[src/rtl/mult_par_pipe.sv]
// Pipelined signed multiplier with operand parity checking and a show-ahead result FIFO.
// Define MULT_PAR_CHECK_EN to enable operand parity checking; otherwise the parity inputs are ignored.
module mult_par_pipe #(
  parameter int DATA_W      = 16,
  parameter int PIPE_STAGES = 2,
  parameter int FIFO_DEPTH  = 4
) (
  input  logic                       clk,
  input  logic                       rst_n,
  input  logic signed [DATA_W-1:0]   arg_a,
  input  logic                       arg_a_parity,
  input  logic signed [DATA_W-1:0]   arg_b,
  input  logic                       arg_b_parity,
  input  logic                       req,
  output logic                       ack,
  output logic signed [2*DATA_W-1:0] result,
  output logic                       result_parity,
  output logic                       arg_parity_error,
  output logic                       result_rdy,
  input  logic                       result_ack
);
  localparam int PW = 2 * DATA_W;
  localparam int EW = PW + 2;
  localparam int AW = $clog2(FIFO_DEPTH);
  localparam int CW = $clog2(FIFO_DEPTH + 1);
  localparam logic [CW-1:0] DEPTH_C = CW'(FIFO_DEPTH);

  function automatic logic even_parity(input logic [PW-1:0] v);
    return ^v;
  endfunction

  logic                   capture;
  logic                   push;
  logic                   pop;
  logic                   par_err;
  logic [PW-1:0]          a_ext;
  logic [PW-1:0]          b_ext;
  logic [PW-1:0]          prod;
  logic [EW-1:0]          stage_in;
  logic [EW-1:0]          push_data;
  logic [EW-1:0]          head_next;
  logic [CW-1:0]          occ;
  logic [CW-1:0]          cnt;
  logic [CW-1:0]          visible;
  logic [AW-1:0]          wr_ptr;
  logic [AW-1:0]          rd_ptr;
  logic [AW-1:0]          head_idx;
  logic [PIPE_STAGES-1:0] pv;
  logic [EW-1:0]          pd  [PIPE_STAGES];
  logic [EW-1:0]          mem [FIFO_DEPTH];

`ifdef MULT_PAR_CHECK_EN
  // Operand parity mismatch detection
  always_comb begin
    par_err = (arg_a_parity != even_parity({{DATA_W{1'b0}}, arg_a})) ||
              (arg_b_parity != even_parity({{DATA_W{1'b0}}, arg_b}));
  end
`else
  logic unused_parity;
  assign unused_parity = arg_a_parity ^ arg_b_parity;
  always_comb begin
    par_err = 1'b0;
  end
`endif

  // Capture decision and the pipeline entry {error, parity, product}
  always_comb begin
    capture = req && !ack && (occ < DEPTH_C);
    a_ext   = {{DATA_W{arg_a[DATA_W-1]}}, arg_a};
    b_ext   = {{DATA_W{arg_b[DATA_W-1]}}, arg_b};
    prod    = a_ext * b_ext;
    if (par_err) begin
      stage_in = {1'b1, 1'b0, {PW{1'b0}}};
    end else begin
      stage_in = {1'b0, even_parity(prod), prod};
    end
  end

  // An entry pushed on an edge becomes visible at the head one edge later
  always_comb begin
    push      = pv[PIPE_STAGES-1];
    push_data = pd[PIPE_STAGES-1];
    pop       = result_ack && result_rdy;
    visible   = cnt - CW'(pop);
    head_idx  = rd_ptr + AW'(pop);
    if (visible != {CW{1'b0}}) begin
      head_next = mem[head_idx];
    end else begin
      head_next = {EW{1'b0}};
    end
  end

  // Multiplier pipeline
  always_ff @(posedge clk) begin
    if (!rst_n) begin
      pv <= {PIPE_STAGES{1'b0}};
      for (int i = 0; i < PIPE_STAGES; i++) pd[i] <= {EW{1'b0}};
    end else begin
      pv[0] <= capture;
      pd[0] <= stage_in;
      for (int i = 1; i < PIPE_STAGES; i++) begin
        pv[i] <= pv[i-1];
        pd[i] <= pd[i-1];
      end
    end
  end

  // Result FIFO, credit counter and registered head outputs
  always_ff @(posedge clk) begin
    if (!rst_n) begin
      for (int i = 0; i < FIFO_DEPTH; i++) mem[i] <= {EW{1'b0}};
      wr_ptr           <= {AW{1'b0}};
      rd_ptr           <= {AW{1'b0}};
      cnt              <= {CW{1'b0}};
      occ              <= {CW{1'b0}};
      ack              <= 1'b0;
      result_rdy       <= 1'b0;
      result           <= {PW{1'b0}};
      result_parity    <= 1'b0;
      arg_parity_error <= 1'b0;
    end else begin
      if (push) begin
        mem[wr_ptr] <= push_data;
        wr_ptr      <= wr_ptr + AW'(1'b1);
      end
      rd_ptr           <= head_idx;
      cnt              <= cnt + CW'(push) - CW'(pop);
      occ              <= occ + CW'(capture) - CW'(pop);
      ack              <= capture;
      result_rdy       <= (visible != {CW{1'b0}});
      result           <= head_next[PW-1:0];
      result_parity    <= head_next[PW];
      arg_parity_error <= head_next[PW+1];
    end
  end
endmodule

[config.mk]
export PLATFORM = sky130hd
export DESIGN_NAME = mult_par_pipe
export DESIGN_NICKNAME = d
export VERILOG_FILES = /design/src/rtl/mult_par_pipe.sv
export SDC_FILE = /design/constraint.sdc
export NUM_CORES = 1
export LEC_CHECK = 0
export CORE_MARGIN = 5
export CORE_UTILIZATION = 34
export DETAILED_ROUTE_END_ITERATION = 8
export PLACE_DENSITY = 0.52
export SYNTH_ARGS = -nofsm -noshare
export SYNTH_HDL_FRONTEND = slang
export SYNTH_SLANG_ARGS = --single-unit
export TNS_END_PERCENT = 20
[constraint.sdc]
create_clock -name clk -period 12.2 [get_ports clk]
set_input_delay 3.66 -clock clk [delete_from_list [all_inputs] [get_ports clk]]
set_output_delay 3.66 -clock clk [all_outputs]
set_load 0.03 [all_outputs]
Word-level counts from Yosys, hierarchy flattened
Memories as Yosys holds them, arrays and structs flattened. A register that Yosys moved wholly into a read port is not among the register bits. Index checks and enable logic that the tools add are counted. Widths: inputs -> output; s select.

Add/sub/neg operators: 7. Multiply operators: 1. $lt $le $gt $ge: 1. Mux-type cells: 10. Bitwise gates (word level): 2. Reduce and logical (&&, ||, !) cells: 9.

Operator list (number): $mux 34 (3); $reduce_or 34->1 (1); $mul 16x16->32 (1); $reduce_xor 32->1 (1); $sub 3x1->3 (3); $add 3x1->3 (2); $mux 1 (6); $logic_and 1x1->1 (3); $lt 3x3->1 const B (1); $reduce_bool 3->1 (1); $add 2x1->2 (1); $add 2x1->2 const B (1); $logic_not 1->1 (2); $mux 2 (1); $or 1x1->1 (2); $reduce_and 2->1 (1).

Register bits: 14. Bits in writable memories: 204. Bits of input ports: 38. Output and inout port bits: 36. Word-level logic and storage cells: 39. Memories: 2.

Memory list: mem (words 4, width 34, read ports 1, clocked after Yosys merged registers in 1, wr ports 4, RTL line 50) `logic [EW-1:0] mem [FIFO_DEPTH];`; pd (words 2, width 34, read ports 2, clocked after Yosys merged registers in 0, wr ports 2, RTL line 49) `logic [EW-1:0] pd [PIPE_STAGES];`.

Longest topological paths before layout
Gate-level depths: netlist (run 1).

Depth in word-level cells: 5. Mapped depth: 30. Mapped depth without buffers: 28.

Worst setup path before layout (run 1)
Ideal clock, no wire load.

Path kind: in2reg. From: in arg_a[15]. To: mem pd[0][32] (netlist name). Library setup time: 115 ps. Arrival: 10362 ps. Data required time: 12085 ps. Slack: 1723 ps. Stages: 26. Path buffers: 2. Cells stage by stage: clkbuf_1 > nand2_1 > inv_1 > fa_1 > fa_1 > inv_1 > fa_1 > fa_1 > inv_1 > fa_1 > fa_1 > ha_1 > buf_2 > xnor2_1 > xnor2_1 > xnor2_1 > xnor2_1 > xnor3_1 > xnor2_2 > xnor3_1 > xnor2_1 > xnor2_1 > xnor2_1 > xnor3_1 > xnor3_1 > and2_1.

RTL lines: start, declared (RTL line 10) `input logic signed [DATA_W-1:0] arg_a,`; end, declared (RTL line 49).

==> metrics.md, run 1 <==
| Metric | Value |
|---|---|
| Outcome | completed |
| CP Launch Point | arg_a[5] |
| Iter 0 DRT Violations | 395 |
| Final ANT Viol Nets | 0 |
| Clk sinks | 244 |
| TritonCTS buffer count | 22 |
| Crit path capture type | flip-flop |
| Layout Skew | 0.0101 ns |
| Syn_area_per_cell | 10.8 um2 |
| Clock transition at the registers of the reported paths | 0.06 ns |
| Dpl hpwl | 30400 um |
| Setup TNS | 0 ns |
| Post-Route WL | 40100 um |
| # IOs | 74 |
| Crit share post-route | 91.3% |
| Drt first pass iters | 5 |
| FMAX | 89.8 MHz |
| Syn Nets | 2160 |
| Crit path required time | 12.60 ns |
| Yosys reg bits | 244 |
| Vias per inst | 4.40 |
| CTS resizes | 0 |
| Vias in the first global route | 12519 |
| RR Endpoint | result[5] |
| Cell taking the most area after synthesis | fa_1 |
| Die footprint | 60900 um2 |
| Top-count cell post-synth | inv_1 |
| YS warnings | 0 |
| Slew Viols, Final | 0 |
| Ranking of synthesized cells by area | fa_1 (28%), edfxtp_1 (21%), dfxtp_1 (12%), inv_1 (7.2%), and2_1 (7.1%) |
| Final #Nets | 2218 |
| Post-CTS Setup Repair Bufs | 0 |
| First-pass GRT wire length | 67200 um |
| Core area | 55300 um2 |
| End point of the critical path | pd[0][32] |
| Critical path launch point type | input port |
| Post-Syn Instances | 1770 |
| Number of synthesized flops with an enable pin | 132 |
| Hold crit path type | reg2reg |
| Area share of the leading cell type in the synthesized netlist | 27.7% |
| Final setup vio count | 0 |
| Crit Reg-Reg Startpoint | result_rdy |
| Layout area overhead | 13.1% |
| Initial antenna violation count | 0 |
| Worst r2r path cells | 5 |
| CP Data Arrival Time | 11.54 ns |
| Netlist cell types | 50 |
| FFs w/ async S/R, synth | 0% |
| IO buf count | 70 |
| Worst Tran Pin Value | 0.963 ns |
| Final worst path period need | 11.14 ns |
| Slew HR | 35.8% |
| Die X | 247 um |
| Clk_lat worst skew | 0.50 ns |
| GRT Util Overall | 13.5% |
| CTS tree | done |
| Hold Buf Count CTS | 0 |
| Root Buffer | clkbuf_16 |
| Max cap viols | 0 |
| Total grt overflow | 0 |
| Flop2flop setup slack | 9.85 ns |
| Ys flop type | edfxtp_1 |
| Sequential element share of the synthesized area | 32.6% |
| Final hold vios | 0 |
| Antenna diodes | 0 |
| Vias | 11407 |
| # DRC | 0 |
| Die Height | 247 um |
| Number of cell rows | 86 |
| Fraction of layout cells with a size suffix above 1 | 6.34% |
| CTS Buffer Depth | 3 |
| Initial Util | 34.5% |
| Commonest cells post-synth | inv_1 (364), fa_1 (264), and2_1 (216), nand2_1 (163), edfxtp_1 (132) |
| Cell area after synthesis | 19100 um2 |
| CP Max Fanout | 16 |
| RSZ-0062 raised after global routing | no |
| Routed WL per cell | 15.5 um |
| Final GP Congestion | 0.830 |
| H-tree Lvls | 1 |
| Crit path kind | in2reg |
| Largest net degree at the start of global routing | 67 |
cell families after synthesis:
logic type      after synthesis  share of synthesized area (%)
mux                          34                           3.95
simple gates                551                           14.5
fa+ha+maj                   352                           33.5
buf+inv                     434                           8.58
compound gates               82                           2.97
xor+xnor                     72                           3.89
other cells                   1                         0.0197
flops                       244                           32.6
layout by cell type, fill, tap and decap left out, drive strengths merged, types with 48 or more instances in the layout:
cell type	count
and2	216
clkdlybuf4s50	69
dfxtp	112
edfxtp	132
fa	264
ha	88
inv	364
nand2	163
nor2	108
xnor2	48
routing by layer:
metal / wire length (um) / track usage (%)
met4: 477 / 2.15
met5: 0 / 0
met2: 18900 / 22.8
met3: 1190 / 1.07
met1: 19500 / 19.6
how the worst min path moves through the flow:
| stage | slack [ns] | start | depth (start not counted) | end |
|---|---|---|---|---|
| detailed placement | 0.42 | pd[0][0] | 1 | pd[0][34] |
| finish | 0.43 | pd[0][2] | 1 | pd[0][36] |
| global route | 0.45 | pd[0][14] | 1 | pd[0][48] |
| global placement | 0.42 | pd[0][16] | 1 | pd[0][50] |
| CTS | 0.43 | pd[0][5] | 1 | pd[0][39] |
| floorplan | 0.41 | pd[0][0] | 1 | pd[0][34] |
area by class of cell:
cell class,count,area (um2)
clock inverter,3,63.8
fill,5433,33800
tap,748,936
inverter,364,1370
timing repair buffer,104,951
clock buffer,37,754
sequential,244,6210
multi-input combinational,1092,11300
per-stage QoR:
step / instance area (um2) / setup slack [ns] / utilization (%) / hold WS [ns] / instances
CTS: 21500 / 1.01 / 39.0 / 0.434 / 2592
global route: 21500 / 0.695 / 39.0 / 0.445 / 2592
detailed placement: 20700 / 0.476 / 37.5 / 0.417 / 2552
floorplan: 19100 / 1.72 / - / 0.412 / 1770
global placement: 20700 / 0.560 / 37.5 / 0.416 / 2552
finish: 21500 / 1.06 / 39.0 / 0.431 / 2592
flip-flops by register name (all words and copies together) (netlist names):
name           flops
mem              132
pd                66
result            32
cnt                3
occ                3
pv                 2
rd_ptr             2
wr_ptr             2
result_parity      1
result_rdy         1
critical path: stages:
cell             delay (ns)
clkdlybuf4s50_1        0.96
nand2_1                0.14
fa_1                   0.55
inv_1                  0.06
fa_1                   0.49
inv_1                  0.05
fa_1                   0.53
inv_1                  0.05
fa_1                   0.50
fa_1                   0.50
inv_1                  0.05
fa_1                   0.47
inv_1                  0.04
ha_1                   0.39
and4_1                 0.24
and3_1                 0.18
nand4_1                0.15
a31oi_1                0.41
a21oi_1                0.15
o21ai_1                0.35
xor2_1                 0.20
xnor3_1                0.28
xor2_1                 0.23
xnor2_2                0.13
xnor3_1                0.42
xnor3_1                0.18
and2_1                 0.17
Power of run 1 is left out: the tool's default activity adds up to more than one toggle a clock period on the data nets, which glitch-free logic cannot reach.
==> run 2, diff against run 1 <==
--- a/config.mk
+++ b/config.mk
@@ -6,9 +6,9 @@
 export NUM_CORES = 1
 export LEC_CHECK = 0
 export CORE_MARGIN = 5
-export CORE_UTILIZATION = 34
+export CORE_UTILIZATION = 35
 export DETAILED_ROUTE_END_ITERATION = 8
-export PLACE_DENSITY = 0.52
+export PLACE_DENSITY = 0.53
 export SYNTH_ARGS = -nofsm -noshare
 export SYNTH_HDL_FRONTEND = slang
 export SYNTH_SLANG_ARGS = --single-unit
==> metrics.md, run 2 (synthesis results as in run 1) <==
| Metric | Value |
|---|---|
| Final GP Congestion | 0.834 |
| Min-delay src | pd[0][0] |
| Largest net degree at the start of global routing | 67 |
| Fraction of layout cells with a size suffix above 1 | 6.77% |
| Filler-free cell count of the finished design | 2543 |
| CTS Buffer Depth | 3 |
| Crit path required time | 12.59 ns |
| Layout Skew | 0.00934 ns |
| Crit path kind | in2reg |
| Most frequent cells in the layout | inv_1 (364), fa_1 (264), and2_1 (216) |
| # IOs | 74 |
| CP Data Arrival Time | 11.49 ns |
| Root Buffer | clkbuf_16 |
| Vias per inst | 4.50 |
| Flop2flop setup slack | 9.45 ns |
| GRT Util Overall | 13.9% |
| Vias in the first global route | 12652 |
| Biggest regs | mem (132), pd (66), result (32) |
| Worst Tran Pin Value | 0.973 ns |
| CTS tree | done |
| Clock transition at the registers of the reported paths | 0.06 ns |
| Number of cell rows | 85 |
| Worst Hold Path Cells | 1 |
| Outcome | completed |
| Die footprint | 59200 um2 |
| Iter 0 DRT Violations | 399 |
| Post-CTS Setup Repair Bufs | 0 |
| Max cap viols | 0 |
| Initial Util | 35.3% |
| Hold crit path type | reg2reg |
| Antenna diodes | 0 |
| WHS Endpoint | pd[0][34] |
| Routed WL per cell | 15.8 um |
| Layout area overhead | 12.7% |
| TritonCTS buffer count | 23 |
| Placed cell count | 2502 |
| RR Endpoint | mem[0][29] |
| Crit Reg-Reg Startpoint | pv[1] |
| Clk sinks | 244 |
| Core area | 53900 um2 |
| Initial antenna violation count | 0 |
| IO buf count | 70 |
| Most common cell after layout, fill and taps aside | inv_1 |
| CTS resizes | 0 |
| Vias | 11439 |
| Critical path launch point type | input port |
| Die X | 243 um |
| FMAX | 90.1 MHz |
| RSZ-0062 raised after global routing | no |
| Final ANT Viol Nets | 0 |
| Die Height | 243 um |
| Hold Buf Count CTS | 0 |
| Dpl hpwl | 30900 um |
| # DRC | 0 |
| Crit share post-route | 91.0% |
| Post-Route WL | 40100 um |
| Worst r2r path cells | 5 |
| Drt first pass iters | 4 |
| Final setup vio count | 0 |
| Crit path capture type | flip-flop |
| Fillcell total | 5247 |
| Max reg flops | 132 |
| Largest Register | mem |
| Slew Viols, Final | 0 |
| Slew HR | 35.0% |
| Clk_lat worst skew | 0.50 ns |
| First-pass GRT wire length | 67900 um |
| Final hold vios | 0 |
| H-tree Lvls | 1 |
| CP Max Fanout | 16 |
| Setup TNS | 0 ns |
| Final worst path period need | 11.10 ns |
| Final #Nets | 2221 |
| Total grt overflow | 0 |
[run 2: cell types whose count changed in the layout (fill, tap and decap cells not counted), sizes merged]
cell      before  now
buf           35   37
clkinvlp       0    3
clkinv         1    6
clkbuf        37   27
bufinv         2    5
[run 2: critical path, cell delays in order]
cell             delay (ns)
clkdlybuf4s50_1        0.92
and2_1                 0.28
inv_1                  0.08
fa_1                   0.53
inv_1                  0.07
fa_1                   0.61
fa_1                   0.51
fa_1                   0.54
inv_1                  0.05
fa_1                   0.49
fa_1                   0.49
inv_1                  0.04
ha_1                   0.44
xnor2_1                0.18
xnor2_1                0.15
xnor2_1                0.16
xnor2_1                0.17
xnor3_1                0.38
xnor2_2                0.15
xnor3_1                0.36
xnor2_1                0.26
xnor2_1                0.12
xnor2_1                0.23
xnor3_1                0.25
xnor3_1                0.19
and2_1                 0.16
[run 2: cell type report]
class / instances / area [um2] / area share, %
clock buffers: 27 / 611 / 2.84
clock inverters: 14 / 199 / 0.926
inverters: 364 / 1370 / 6.36
multi-input cells: 1092 / 11300 / 52.4
flip-flops and latches: 244 / 6210 / 28.9
well taps: 696 / 871 / 4.05
repair buffers: 106 / 966 / 4.50
[run 2: worst max-delay path by stage]
| stage | cells after the start | to | from | slack [ns] |
|---|---|---|---|---|
| CTS | 26 | pd[0][32] | arg_b[5] | 1.02 |
| global placement | 26 | pd[0][32] | arg_b[5] | 0.59 |
| detailed placement | 26 | pd[0][32] | arg_b[5] | 0.50 |
| finish | 26 | pd[0][32] | arg_b[5] | 1.10 |
| floorplan | 26 | pd[0][32] | arg_a[15] | 1.72 |
| global route | 26 | pd[0][32] | arg_b[5] | 0.71 |
[run 2: metal layers]
metal	routed length [um]	track usage, %	up-vias	part of all wire [%]
li1	-	-	5503	-
met4	684	2.69	0	1.7
met2	19000	23.6	189	47
met5	0	0	-	0
met3	1340	1.32	47	3.4
met1	19000	19.5	5700	47
[run 2: metrics by stage]
step | util, % | worst slack (ns) | hold WS (ns) | cell area [um2]
after floorplan | - | 1.72 | 0.412 | 19100
after global placement | 38.4 | 0.595 | 0.416 | 20700
after detailed placement | 38.4 | 0.501 | 0.419 | 20700
after CTS | 39.9 | 1.02 | 0.435 | 21500
after global routing | 39.9 | 0.707 | 0.442 | 21500
final | 39.9 | 1.10 | 0.431 | 21500
Power of run 2 is left out for the same reason.
